File: config.mk
export PLATFORM = sky130hd
export DESIGN_NAME = fifo_burst_reader_flat
export DESIGN_NICKNAME = d
export VERILOG_FILES = /design/src/rtl/fifo_burst_reader_pkg.sv /design/src/rtl/fifo_burst_reader_if.sv /design/src/rtl/fifo_burst_reader_stream_out_reg.sv /design/src/rtl/fifo_burst_reader.sv /design/src/flat_wrapper.sv
export SDC_FILE = /design/constraint.sdc
export NUM_CORES = 1
export LEC_CHECK = 0
export BUFFER_PORTS_ARGS = -buffer_cell sky130_fd_sc_hd__buf_2
export CAP_MARGIN = 10
export CORE_MARGIN = 1
export CORE_UTILIZATION = 49
export CTS_CLUSTER_SIZE = 12
export DETAILED_ROUTE_END_ITERATION = 10
export PLACE_DENSITY = 0.82
export SLEW_MARGIN = 10
export SYNTH_ARGS = -nofsm -noshare
export SYNTH_HDL_FRONTEND = slang
export SYNTH_SLANG_ARGS = --single-unit
File: constraint.sdc
create_clock -name clk -period 2 [get_ports clk]
set_input_delay 0.4 -clock clk [delete_from_list [all_inputs] [get_ports clk]]
set_output_delay 0.4 -clock clk [all_outputs]
set_load 0.01 [all_outputs]
File: src/rtl/fifo_burst_reader_pkg.sv
// Shared types and parameter legality checks for the FIFO burst reader.
// State encodings are fixed so that other tools and viewers decode them consistently.
package fifo_burst_reader_pkg;

    typedef enum logic [1:0] {
        IDLE  = 2'd0,
        BURST = 2'd1,
        FLUSH = 2'd2
    } state_e;

    localparam int MIN_BURST_LEN   = 1;
    localparam int MIN_TIMEOUT_CYC = 1;

    // A burst must fit in the FIFO count range so beat_cnt never wraps.
    function automatic bit burst_len_ok(int burst_len, int awidth);
        return (burst_len >= MIN_BURST_LEN) && (burst_len <= (1 << awidth) - 1);
    endfunction

    function automatic bit timeout_ok(int timeout_cyc);
        return timeout_cyc >= MIN_TIMEOUT_CYC;
    endfunction

endpackage

File: src/rtl/fifo_burst_reader_if.sv
// Framed valid/ready stream (data plus sop/eop markers) carried between a burst source and its consumer.
interface fifo_burst_reader_if #(
    parameter int DWIDTH = 8
);
    logic              valid;
    logic              ready;
    logic [DWIDTH-1:0] data;
    logic              sop;
    logic              eop;

    modport master (output valid, output data, output sop, output eop, input ready);
    modport slave  (input valid, input data, input sop, input eop, output ready);
endinterface

File: src/rtl/fifo_burst_reader_stream_out_reg.sv
// stream_out_reg: a single registered valid/ready stage holding data/sop/eop.
// Any stream source can reuse it; can_load tells the source when a new beat may be captured.
module stream_out_reg #(
    parameter int DWIDTH = 8
) (
    input  logic              clk,
    input  logic              rst_n,
    input  logic              load,
    input  logic [DWIDTH-1:0] load_data,
    input  logic              load_sop,
    input  logic              load_eop,
    output logic              can_load,
    fifo_burst_reader_if.master m
);

    logic              valid_q, valid_d;
    logic [DWIDTH-1:0] data_q, data_d;
    logic              sop_q, sop_d;
    logic              eop_q, eop_d;

    assign can_load = ~valid_q | m.ready;

    // Payload holds when the beat drains without a refill; it is don't-care once valid drops.
    always_comb begin
        valid_d = valid_q;
        data_d  = data_q;
        sop_d   = sop_q;
        eop_d   = eop_q;
        if (load) begin
            valid_d = 1'b1;
            data_d  = load_data;
            sop_d   = load_sop;
            eop_d   = load_eop;
        end else if (valid_q && m.ready) begin
            valid_d = 1'b0;
        end
    end

    always_ff @(posedge clk or negedge rst_n) begin
        if (!rst_n) begin
            valid_q <= 1'b0;
            data_q  <= '0;
            sop_q   <= 1'b0;
            eop_q   <= 1'b0;
        end else begin
            valid_q <= valid_d;
            data_q  <= data_d;
            sop_q   <= sop_d;
            eop_q   <= eop_d;
        end
    end

    assign m.valid = valid_q;
    assign m.data  = data_q;
    assign m.sop   = sop_q;
    assign m.eop   = eop_q;

endmodule

File: src/rtl/fifo_burst_reader.sv
// Pops BURST_LEN-word bursts from a show-ahead FIFO and emits them as framed stream bursts.
// Define FIFO_BURST_READER_TIMEOUT_EN to flush a partial burst after TIMEOUT_CYC idle cycles.
module fifo_burst_reader
    import fifo_burst_reader_pkg::*;
#(
    parameter int DWIDTH      = 8,
    parameter int AWIDTH      = 6,
    parameter int BURST_LEN   = 4,
    parameter int TIMEOUT_CYC = 256
) (
    input  logic              clk,
    input  logic              rst_n,
    output logic              fifo_rd,
    input  logic              fifo_empty,
    input  logic [DWIDTH-1:0] fifo_rdata,
    input  logic [AWIDTH-1:0] fifo_cnt,
    fifo_burst_reader_if.master m_if,
    output logic              busy
);

    if (!burst_len_ok(BURST_LEN, AWIDTH) || !timeout_ok(TIMEOUT_CYC)) begin : g_bad_cfg
        $error("fifo_burst_reader: BURST_LEN or TIMEOUT_CYC out of range");
    end

    localparam logic [AWIDTH-1:0] BURST_LEN_W = AWIDTH'(BURST_LEN);

    state_e            state_q, state_d;
    logic [AWIDTH-1:0] beat_cnt_q, beat_cnt_d;
    logic              busy_q, busy_d;
    logic [AWIDTH-1:0] len;
    logic              active;
    logic              load;
    logic              can_load;
    logic              last_beat;

`ifdef FIFO_BURST_READER_TIMEOUT_EN
    localparam int TW = $clog2(TIMEOUT_CYC) + 1;

    logic [TW-1:0]     timer_q, timer_d;
    logic [AWIDTH-1:0] flush_len_q, flush_len_d;

    assign len = (state_q == FLUSH) ? flush_len_q : BURST_LEN_W;
`else
    assign len = BURST_LEN_W;
`endif

    assign active    = (state_q == BURST) || (state_q == FLUSH);
    assign load      = active & ~fifo_empty & can_load;
    assign fifo_rd   = load;
    assign last_beat = (beat_cnt_q == len - AWIDTH'(1));

    // Burst entry wins over the timeout; a burst ends on the load of its last beat.
    always_comb begin
        state_d    = state_q;
        beat_cnt_d = beat_cnt_q;
`ifdef FIFO_BURST_READER_TIMEOUT_EN
        flush_len_d = flush_len_q;
`endif
        case (state_q)
            IDLE: begin
                beat_cnt_d = '0;
                if (fifo_cnt >= BURST_LEN_W) begin
                    state_d = BURST;
                end
`ifdef FIFO_BURST_READER_TIMEOUT_EN
                else if (!fifo_empty && (timer_q == TW'(TIMEOUT_CYC - 1))) begin
                    state_d     = FLUSH;
                    flush_len_d = fifo_cnt;
                end
`endif
            end
            BURST, FLUSH: begin
                if (load) begin
                    if (last_beat) begin
                        state_d    = IDLE;
                        beat_cnt_d = '0;
                    end else begin
                        beat_cnt_d = beat_cnt_q + AWIDTH'(1);
                    end
                end
            end
            default: state_d = IDLE;
        endcase
        busy_d = (state_d != IDLE);
    end

`ifdef FIFO_BURST_READER_TIMEOUT_EN
    always_comb begin
        timer_d = '0;
        if ((state_q == IDLE) && (state_d == IDLE) && !fifo_empty && (fifo_cnt < BURST_LEN_W)) begin
            timer_d = timer_q + TW'(1);
        end
    end

    always_ff @(posedge clk or negedge rst_n) begin
        if (!rst_n) begin
            timer_q     <= '0;
            flush_len_q <= '0;
        end else begin
            timer_q     <= timer_d;
            flush_len_q <= flush_len_d;
        end
    end
`endif

    always_ff @(posedge clk or negedge rst_n) begin
        if (!rst_n) begin
            state_q    <= IDLE;
            beat_cnt_q <= '0;
            busy_q     <= 1'b0;
        end else begin
            state_q    <= state_d;
            beat_cnt_q <= beat_cnt_d;
            busy_q     <= busy_d;
        end
    end

    assign busy = busy_q;

    stream_out_reg #(
        .DWIDTH (DWIDTH)
    ) u_out (
        .clk       (clk),
        .rst_n     (rst_n),
        .load      (load),
        .load_data (fifo_rdata),
        .load_sop  (beat_cnt_q == '0),
        .load_eop  (last_beat),
        .can_load  (can_load),
        .m         (m_if)
    );

endmodule

File: src/flat_wrapper.sv
// flat-port wrapper written by rule: the top's interface ports become plain ports
module fifo_burst_reader_flat import fifo_burst_reader_pkg::*;
#(
    parameter int DWIDTH      = 8,
    parameter int AWIDTH      = 6,
    parameter int BURST_LEN   = 4,
    parameter int TIMEOUT_CYC = 256
)
  (clk, rst_n, fifo_rd, fifo_empty, fifo_rdata, fifo_cnt, busy, m_if_valid, m_if_data, m_if_sop, m_if_eop, m_if_ready);
  fifo_burst_reader_if #(.DWIDTH(DWIDTH)) m_if_i ();
  input  logic clk;
  input  logic rst_n;
  output logic fifo_rd;
  input  logic fifo_empty;
  input  logic [DWIDTH-1:0] fifo_rdata;
  input  logic [AWIDTH-1:0] fifo_cnt;
  output logic busy;
  output wire logic [$bits(m_if_i.valid)-1:0] m_if_valid;
  output wire logic [$bits(m_if_i.data)-1:0] m_if_data;
  output wire logic [$bits(m_if_i.sop)-1:0] m_if_sop;
  output wire logic [$bits(m_if_i.eop)-1:0] m_if_eop;
  input wire logic [$bits(m_if_i.ready)-1:0] m_if_ready;
  assign m_if_valid = m_if_i.valid;
  assign m_if_data = m_if_i.data;
  assign m_if_sop = m_if_i.sop;
  assign m_if_eop = m_if_i.eop;
  assign m_if_i.ready = m_if_ready;
  fifo_burst_reader #(.DWIDTH(DWIDTH), .AWIDTH(AWIDTH), .BURST_LEN(BURST_LEN), .TIMEOUT_CYC(TIMEOUT_CYC)) u_core (.clk(clk), .rst_n(rst_n), .fifo_rd(fifo_rd), .fifo_empty(fifo_empty), .fifo_rdata(fifo_rdata), .fifo_cnt(fifo_cnt), .m_if(m_if_i), .busy(busy));
endmodule
==> results of run 1 <==
-- cells in the mapped netlist, drive strengths merged (2+ instances only) --
cell,instances
o2bb2ai,2
nor2,3
a31oi,2
nand2,7
inv,9
o211ai,2
buf,2
ha,4
o21ai,5
or4,2
nand3,3
dfrtp,20
nor4,2
o31a,2
o31ai,3
mux2,8
nand2b,4
-- sequential cells by signal, summed over array words and instances, names as in the netlist --
signal / flops
u_core.state_q: 2
u_core.u_out.m.data: 8
u_core.u_out.m.valid: 1
u_core.u_out.m.sop: 1
u_core.beat_cnt_q: 6
u_core.u_out.m.eop: 1
u_core.busy: 1
-- power groups by stage --
stage	logic [mW]	registers, mW	clock network [mW]
after floorplan	0.448	0.749	0
after global placement	0.745	0.697	0
after detailed placement	0.773	0.705	0
after CTS	0.827	0.688	0.344
after global routing	0.932	0.719	0.354
final	0.838	0.688	0.335
-- final cells by class --
class                   count  area [um2]
well taps                  27        33.8
fillers                   155         648
flip-flops and latches     20         500
repair buffers             36         200
clock buffers               3        22.5
clock inverters             1        30.0
inverters                   9        33.8
multi-input cells          61         473
-- what timing repair did --
action | CTS | global route
hold endpoints to repair | 0 | 0
gates resized for setup | 2 | 2
buffers inserted | 2 | 1
setup endpoints to repair | 1 | 1
-- path summary, 6_finish.rpt --
| path | start | to | slack (ns) |
|---|---|---|---|
| worst min register to register | u_core.u_out.m.data[6] | u_core.u_out.m.data[6] | 0.52 |
| worst max-delay path | u_core.state_q[1] | fifo_rd | 0.05 |
| max in group asynchronous | rst_n | u_core.beat_cnt_q[1] | 1.69 |
| worst min-delay path | rst_n | u_core.beat_cnt_q[2] | 0.003 |
| min in group clk | fifo_rdata[5] | u_core.u_out.m.data[5] | 0.30 |
| worst max register to register | u_core.state_q[1] | u_core.beat_cnt_q[2] | 0.33 |
-- worst max-delay path, cell delays in order, from the launching register on --
cell and delay, ns:
dfrtp_1 0.41, inv_1 0.09, ha_4 0.22, and2b_2 0.23
nand2_2 0.10, inv_1 0.05, buf_2 0.13
-- cell families after synthesis --
family          synth area share [%]
compound gates                  16.7
simple gates                    13.8
fa+ha+maj                       4.98
mux                             9.96
flops                           49.8
buf+inv                         4.73
-- layer usage --
metal	track usage (%)	vias up	wire, um
li1	-	412	-
met1	27.4	397	907
met2	33.7	30	948
met3	3.85	5	108
met4	12.0	0	42
met5	0	-	0
-- metrics by stage --
stage	util (%)	area, um2	worst slack (ns)
floorplan	-	1000	0.202
global placement	61.9	1200	0.200
detailed placement	61.9	1200	0.163
CTS	66.1	1280	0.00785
global route	66.6	1290	0.00701
finish	66.6	1290	0.0498
==> metrics.md, run 1 <==
| Metric | Value |
|---|---|
| Logic pwr share | `between 40% and 50%` |
| Detailed Route WL | `2010 um` |
| Cell Pwr Density | `1440 nW/um2` |
| First-pass GRT wire length | `3270 um` |
| Vias in the first global route | `785` |
| Status | `finished, final reports clean` |
| Worst VDD drop | `0.000908 V` |
| Clock Latency Late Sink | `around 0.32 ns` |
| Most common cell after layout, fill and taps aside | `buf_2` |
| Hold Slack | `0.00322 ns` |
| Final hold vios | `0` |
| R2R cell count | `5` |
| Netlist cell types | `31` |
| Final Net Count | `around 150` |
| Sequential power share | `37.0%` |
| Initial Util | `51.7%` |
| Slew @ Worst Pin | `0.465 ns` |
| TritonCTS clock tree | `built` |
| Ys async rst share | `100%` |
| Period utilisation layout | `between 90% and 100%` |
| Iter 0 DRT Violations | `7` |
| Rows | `16` |
| Setup-failing EPs final | `0` |
| Synth Instances | `93` |
| DIE AREA | `between 2000 and 2500 um2` |
| Setup TNS | `0 ns` |
| Drt drc | `0` |
| Die width | `approximately 47 um` |
| Int Power | `1.20 mW` |
| Placeable Area | `1940 um2` |
| Non-filler instance count after layout | `between 150 and 200` |
| Antenna violations before repair | `0` |
| IO Count | `31` |
| Mapped cell area | `1000 um2` |
| Routed vias | `844` |
| Critical Path RT | `1.60 ns` |
| EDFF count, synth | `0` |
| Switch Pwr | `0.664 mW` |
| Clock sink total | `20` |
| RSZ-0062 raised after global routing | `no` |
| Period minus WS final | `1.95 ns` |
| Synthesis Warnings | `0` |
| I/O Buffers | `28` |
| Setup crit start kind | `register` |
| Slew Limit Fails | `0` |
| Most frequent cells in the layout | `buf_2 (28), dfrtp_1 (20), inv_1 (8), mux2_2 (8), buf_4 (8)` |
| Detailed Place HPWL | `1450 um` |
| Synth area leaders | `dfrtp_1 (50%), mux2_2 (9.0%), ha_1 (5.0%), inv_1 (3.4%), nand2_1 (2.6%)` |
| CP Data Arrival Time | `1.55 ns` |
| Net Sw Frac | `35.7%` |
| Largest area contributor in the netlist | `dfrtp_1` |
| Max Root-Sink Buffers | `2` |
| Detailed Routing Iterations Pass 1 | `4` |
| Max-Slew Margin vs Limit | `68.8%` |
| CTS clk-pin slew, worst paths | `0.12 ns` |
| Clk_skew | `0.00660 ns` |
| Syn_area_per_cell | `10.8 um2` |
| Register area share after synthesis | `49.8%` |
| Synth top area share | `49.8%` |
| Aggregate global-route resource usage | `between 20% and 30%` |
| CTS Buf Count | `3` |
| Critical Path End Type | `output port` |
| Routability cong. | `0.835` |
| Routed len/inst | `12.8 um` |
| Power Total | `1.86 mW` |
| Vias per inst | `between 5 and 6` |
| Largest net degree at the start of global routing | `21` |
| Min-Delay Path Class | `in -> async` |
| Clk pwr share | `18.0%` |
| Max-cap check violation count | `0` |
| Post-synth top flop | `dfrtp_1` |
| Inst Count DP | `150` |
| Post-Syn Nets | `115` |
| DRT antenna net count | `0` |
| P_leak | `0.611 nW` |
| # diodes | `0` |
| CP Class | `reg -> out` |
| Area Growth Syn to Fin | `28.8%` |
| Share of cells above drive strength 1 | `40.8%` |
| Yosys reg bits | `20` |
| H-tree depth | `1` |
| Die height | `between 40 and 50 um` |
| Clk root buf | `clkbuf_4` |
| Total grt overflow | `0` |
| Hold-fix buffers, CTS | `0` |
| Fmax | `513 MHz` |
| Crit Path Max Fanout | `6` |
Note: power is estimated with default switching activity, not from simulation.
==> run 2: changes to the inputs <==
Settings changed: CORE_UTILIZATION 49 to 44, PLACE_DENSITY 0.82 to 0.78.
Clock period 2 ns to 1.7 ns, I/O delays scaled along.
==> run 2 against run 1 <==
The flow now finishes with violations (setup timing). Routed wire length increased by 20%. Sequential power increased by 19%. Non-clock buffer count increased by 10. Combinational power increased by 37%. Global-route usage increased by 0.32 points. Critical path depth unchanged. Via count increased by 8.6%. Critical path type unchanged. Largest cell class unchanged.
==> metrics.md, run 2 (same netlist as run 1, synthesis figures left out) <==
| Metric | Value |
|---|---|
| Placeable Area | `approximately 2100 um2` |
| Aggregate global-route resource usage | `21.6%` |
| CP Data Arrival Time | `between 1 and 1.5 ns` |
| Routed len/inst | `14.4 um` |
| Most used cell, CP | `inv_2` |
| Critical path's slowest cell | `dfrtp_1` |
| Setup-failing EPs final | `12` |
| CTS Buf Count | `3` |
| Largest net degree at the start of global routing | `21` |
| Reg2reg end | `u_core.u_out.m.data[1]` |
| Setup TNS | `-0.278 ns` |
| First-pass GRT wire length | `4050 um` |
| Rows | `16` |
| Worst VDD drop | `0.000898 V` |
| Critical Path End Type | `output port` |
| RSZ-0062 raised after global routing | `yes` |
| Max-cap check violation count | `0` |
| Initial Util | `48.7%` |
| Most common cell after layout, fill and taps aside | `buf_2` |
| Iter 0 DRT Violations | `29` |
| Slew Limit Fails | `0` |
| Setup crit start kind | `register` |
| I/O Buffers | `28` |
| Routability cong. | `~0.81` |
| DIE AREA | `2480 um2` |
| Power Total | `2.25 mW` |
| Max reg flops | `8` |
| DRT antenna net count | `0` |
| Drt drc | `0` |
| Critical Path RT | `1.36 ns` |
| Clock Latency Late Sink | `0.30 ns` |
| Clock sink total | `20` |
| P_leak | `0.664 nW` |
| Final Instance Area | `around 1400 um2` |
| TritonCTS clock tree | `built` |
| CTS clk-pin slew, worst paths | `approximately 0.12 ns` |
| Fmax | `between 500 and 600 MHz` |
| Die width | `between 40 and 50 um` |
| Reg2Reg Setup Slack | `-0.03 ns` |
| Cell Pwr Density | `1630 nW/um2` |
| Detailed Route WL | `between 2000 and 2500 um` |
| H-tree depth | `1` |
| Slew @ Worst Pin | `0.444 ns` |
| Period minus WS final | `1.77 ns` |
| Clk root buf | `clkbuf_4` |
| Worst setup margin | `-0.0673 ns` |
| Vias per inst | `roughly 5.5` |
| CP Cell Sequence | `inv_2, ha_4, and2b_1, nand2_2, inv_2, buf_6` |
| Detailed Place HPWL | `between 1500 and 2000 um` |
| Max-Slew Margin vs Limit | `70.4%` |
| Crit Path Max Fanout | `2` |
| Non-filler instance count after layout | `167` |
| Vias in the first global route | `952` |
| Inst Count DP | `approximately 150` |
| HP Start | `fifo_rdata[0]` |
| Area Growth Syn to Fin | `36.9%` |
| Most frequent cells in the layout | `buf_2 (27), dfrtp_1 (20), buf_4 (16), mux2_2 (7)` |
| Min-Delay Path Class | `in -> reg` |
| Share of cells above drive strength 1 | `45.7%` |
| Period utilisation layout | `104%` |
| R2R cell count | `8` |
| Total grt overflow | `0` |
| Slowest stage delay, CP | `0.39 ns` |
| Routed vias | `917` |
| Max Root-Sink Buffers | `2` |
| IO Count | `31` |
| Status | `finished, violations left` |
| Hold Path Stages | `2` |
| Hold Slack | `0.260 ns` |
| RR Startpoint | `u_core.state_q[1]` |
| Endpoint, Worst Hold | `u_core.u_out.m.data[0]` |
| Area post-placement | `1240 um2` |
| Clk_skew | `0.00422 ns` |
| Final Net Count | `163` |
| # diodes | `0` |
| Detailed Routing Iterations Pass 1 | `4` |
| Antenna violations before repair | `0` |
| CP Class | `reg -> out` |
| Final hold vios | `0` |
| Violated checks | `setup timing` |
| Die height | `49.8 um` |
[run 2: changes by cell type in the layout (fill, tap and decap cells not counted), sizes merged]
cell	before	now
clkbuf	3	4
bufinv	1	0
buf	36	45
dlygate4sd3	0	1
[run 2: area by class of cell]
type	count	area (um2)
multi-input combinational	61	483
tap	27	33.8
inverter	9	33.8
sequential	20	500
timing repair buffer	46	288
clock buffer	4	36.3
fill	176	687
[run 2: per-stage QoR]
stage	setup WS [ns]	util [%]
floorplan	0.0433	-
global placement	0.0807	60.0
detailed placement	0.0305	60.0
CTS	-0.0401	65.2
global route	-0.147	66.7
finish	-0.0673	66.7
[run 2: how the worst max path moves through the flow]
stage,endpoint,cells past startpoint,startpoint,slack (ns)
after floorplan,u_core.beat_cnt_q[2],6,u_core.state_q[0],0.04
after global placement,u_core.beat_cnt_q[2],5,u_core.state_q[1],0.08
after detailed placement,u_core.beat_cnt_q[2],5,u_core.state_q[0],0.03
after CTS,fifo_rd,6,u_core.state_q[1],-0.04
after global routing,fifo_rd,6,u_core.state_q[1],-0.15
final,fifo_rd,6,u_core.state_q[1],-0.07
[run 2: critical path, delay by kind of cell (launching register included)]
family	cells	cell delay [ns]
fa+ha+maj	1	0.26
buf+inv	3	0.23
flops	1	0.39
simple gates	2	0.25
[run 2: repair_timing]
action / in CTS / in global routing
gates resized for setup: 7 / 2
pin swaps: 2 / 1
gates cloned: 0 / 0
setup buffers: 6 / 3
hold endpoints to repair: 20 / 0
hold buffers: 1 / 0
setup endpoints to repair: 1 / 12
[run 2: power breakdown]
| group | internal [mW] | total (mW) | switching, mW |
|---|---|---|---|
| Clock | 0.131 | 0.278 | 0.147 |
| Sequential | 0.676 | 0.821 | 0.145 |
| Combinational | 0.590 | 1.15 | 0.558 |
| Total | 1.40 | 2.25 | 0.850 |
[run 2: metal layers]
metal | vias to the layer above | global-route usage, % | wire length (um)
met5 | - | 0 | 0
met3 | 2 | 3.70 | 101
met4 | 0 | 8.57 | 22
met2 | 29 | 37.6 | 1280
met1 | 452 | 26.3 | 1010
li1 | 434 | - | -
==> run 3: changes to the inputs <==
Settings changed: GPL_TIMING_DRIVEN from default to 0, SKIP_LAST_GASP from default to 1.
==> run 3 against run 2 <==
The run still ends with setup timing left. Die area stayed put. Global-route usage down 1.6 points. First-iteration DRC count shrank 69%. Flip-flop and latch count is the same. Sequential power about the same. Sequential share of layout area shrank 0.099 points.
==> metrics.md, run 3 (same netlist as run 1, synthesis figures left out) <==
| Metric | Value |
|---|---|
| Initial Util | `48.7%` |
| Total grt overflow | `0` |
| Crit Path Max Fanout | `3` |
| Drt drc | `0` |
| CP Class | `reg -> out` |
| Met3 wire len | `115 um` |
| Die width | `roughly 50 um` |
| Max-cap check violation count | `0` |
| Setup WS pre-CTS | `-0.149 ns` |
| Period utilisation layout | `108%` |
| Clk root buf | `clkbuf_4` |
| Violated checks | `setup timing` |
| Routed vias | `940` |
| Share of cells above drive strength 1 | `47.5%` |
| Met2 wire length | `1280 um` |
| Critical Path End Type | `output port` |
| Max Root-Sink Buffers | `2` |
| DIE AREA | `2480 um2` |
| Final Net Count | `162` |
| Fmax | `between 500 and 600 MHz` |
| Antenna violations before repair | `0` |
| Hold Slack | `0.265 ns` |
| Aggregate global-route resource usage | `20.0%` |
| DRT antenna net count | `0` |
| Rows | `16` |
| CP endpoint | `fifo_rd` |
| Largest net degree at the start of global routing | `21` |
| Clk_skew | `0.00294 ns` |
| Int Power | `1.40 mW` |
| # diodes | `0` |
| Cell Pwr Density | `between 1500 and 2000 nW/um2` |
| Routed len/inst | `roughly 15 um` |
| Area post-placement | `1190 um2` |
| H-tree depth | `1` |
| Logic pwr share | `around half` |
| TritonCTS clock tree | `built` |
| Vias per inst | `5.66` |
| Most common cell after layout, fill and taps aside | `buf_2` |
| CP Data Arrival Time | `1.49 ns` |
| IO Count | `31` |
| Detailed Route WL | `2440 um` |
| Setup crit start kind | `register` |
| P_leak | `0.651 nW` |
| Critical Path RT | `1.36 ns` |
| Reg2reg end | `u_core.beat_cnt_q[2]` |
| Net Sw Frac | `38.0%` |
| Final hold vios | `0` |
| Switch Pwr | `0.861 mW` |
| Slew @ Worst Pin | `0.497 ns` |
| Iter 0 DRT Violations | `9` |
| Power Total | `2.26 mW` |
| CTS Buf Count | `3` |
| Detailed Place HPWL | `1470 um` |
| I/O Buffers | `28` |
| Clock Latency Late Sink | `0.30 ns` |
| Worst VDD drop | `roughly 0.00099 V` |
| RR Startpoint | `u_core.state_q[1]` |
| Slew Limit Fails | `0` |
| Clk pwr share | `12.2%` |
| CTS clk-pin slew, worst paths | `~0.11 ns` |
| Final Instance Area | `about 1400 um2` |
| Most frequent cells in the layout | `buf_2 (28), dfrtp_1 (20), buf_4 (12), mux2_2 (8)` |
| Reg2Reg Setup Slack | `-0.08 ns` |
| Min-Delay Path Class | `in -> reg` |
| Highest Signal Layer | `met4` |
| First-pass GRT wire length | `roughly 3700 um` |
| WL met1 | `1020 um` |
| Detailed Routing Iterations Pass 1 | `5` |
| Sequential power share | `36.3%` |
| Clock sink total | `20` |
| Die height | `49.8 um` |
| R2R cell count | `7` |
| Area Growth Syn to Fin | `37.2%` |
| Max reg flops | `8` |
| RSZ-0062 raised after global routing | `yes` |
| Max-Slew Margin vs Limit | `66.6%` |
| Worst Setup SP | `u_core.state_q[1]` |
| Period minus WS final | `1.83 ns` |
| Vias in the first global route | `approximately 860` |
| Setup-failing EPs final | `3` |
| Worst setup margin | `-0.131 ns` |
| Routability cong. | `0.801` |
| Placeable Area | `2060 um2` |
| Status | `finished, violations left` |
[run 3: cell types whose count changed in the layout (fill, tap and decap cells not counted), sizes merged]
cell | previous run | this run
clkbuf | 4 | 5
buf | 45 | 43
[run 3: stage by stage]
step | cells | utilization, % | TNS (ns)
finish | 166 | 66.9 | -0.216
global route | 166 | 66.9 | -0.378
CTS | 159 | 63.1 | -0.231
detailed placement | 148 | 57.9 | -0.686
global placement | 148 | 57.9 | -0.514
floorplan | 93 | - | 0
[run 3: final cells by class]
| cell class | instances | area, um2 |
|---|---|---|
| clock buffers | 4 | 36.3 |
| inverters | 9 | 33.8 |
| multi-input cells | 61 | 497 |
| fillers | 179 | 683 |
| flip-flops and latches | 20 | 500 |
| well taps | 27 | 33.8 |
| plain buffers | 2 | 15.0 |
| repair buffers | 43 | 263 |
[run 3: what timing repair did]
item	4_1_cts	5_1_grt
pin swaps	1	1
endpoints found under the setup margin	12	12
cloned	0	1
setup buffers	6	8
endpoints found under the hold margin	20	0
hold buffers	1	0
gates resized for setup	8	7
[run 3: power groups by stage]
stage / Clock [mW] / Sequential [mW] / Combinational [mW]
2_1_floorplan: 0 / 0.881 / 0.562
3_3_place_gp: 0 / 0.822 / 0.884
5_1_grt: 0.304 / 0.848 / 1.26
3_5_place_dp: 0 / 0.834 / 0.912
6_report: 0.275 / 0.822 / 1.17
4_1_cts: 0.284 / 0.817 / 1.00
[run 3: how the worst min path moves through the flow]
stage                        from                     end  slack, ns  cells after the start
floorplan                   rst_n    u_core.beat_cnt_q[0]       0.04                      0
finish              fifo_rdata[0]  u_core.u_out.m.data[0]       0.26                      2
global route        fifo_rdata[2]  u_core.u_out.m.data[2]       0.25                      2
global placement            rst_n    u_core.beat_cnt_q[4]       0.30                      1
CTS                 fifo_rdata[2]  u_core.u_out.m.data[2]       0.26                      2
detailed placement          rst_n    u_core.beat_cnt_q[3]       0.31                      1
[run 3: critical path: stages, from the launching register on]
cell and delay, ns:
dfrtp_1 0.43, inv_2 0.08, ha_4 0.21, and2b_2 0.22
nand2_2 0.10, inv_2 0.05, buf_6 0.11
[run 3: layer usage]
| metal | GRT usage (%) | vias up |
|---|---|---|
| li1 | - | 431 |
| met1 | 25.1 | 470 |
| met2 | 33.3 | 35 |
| met3 | 4.63 | 4 |
| met4 | 7.14 | 0 |
| met5 | 0 | - |
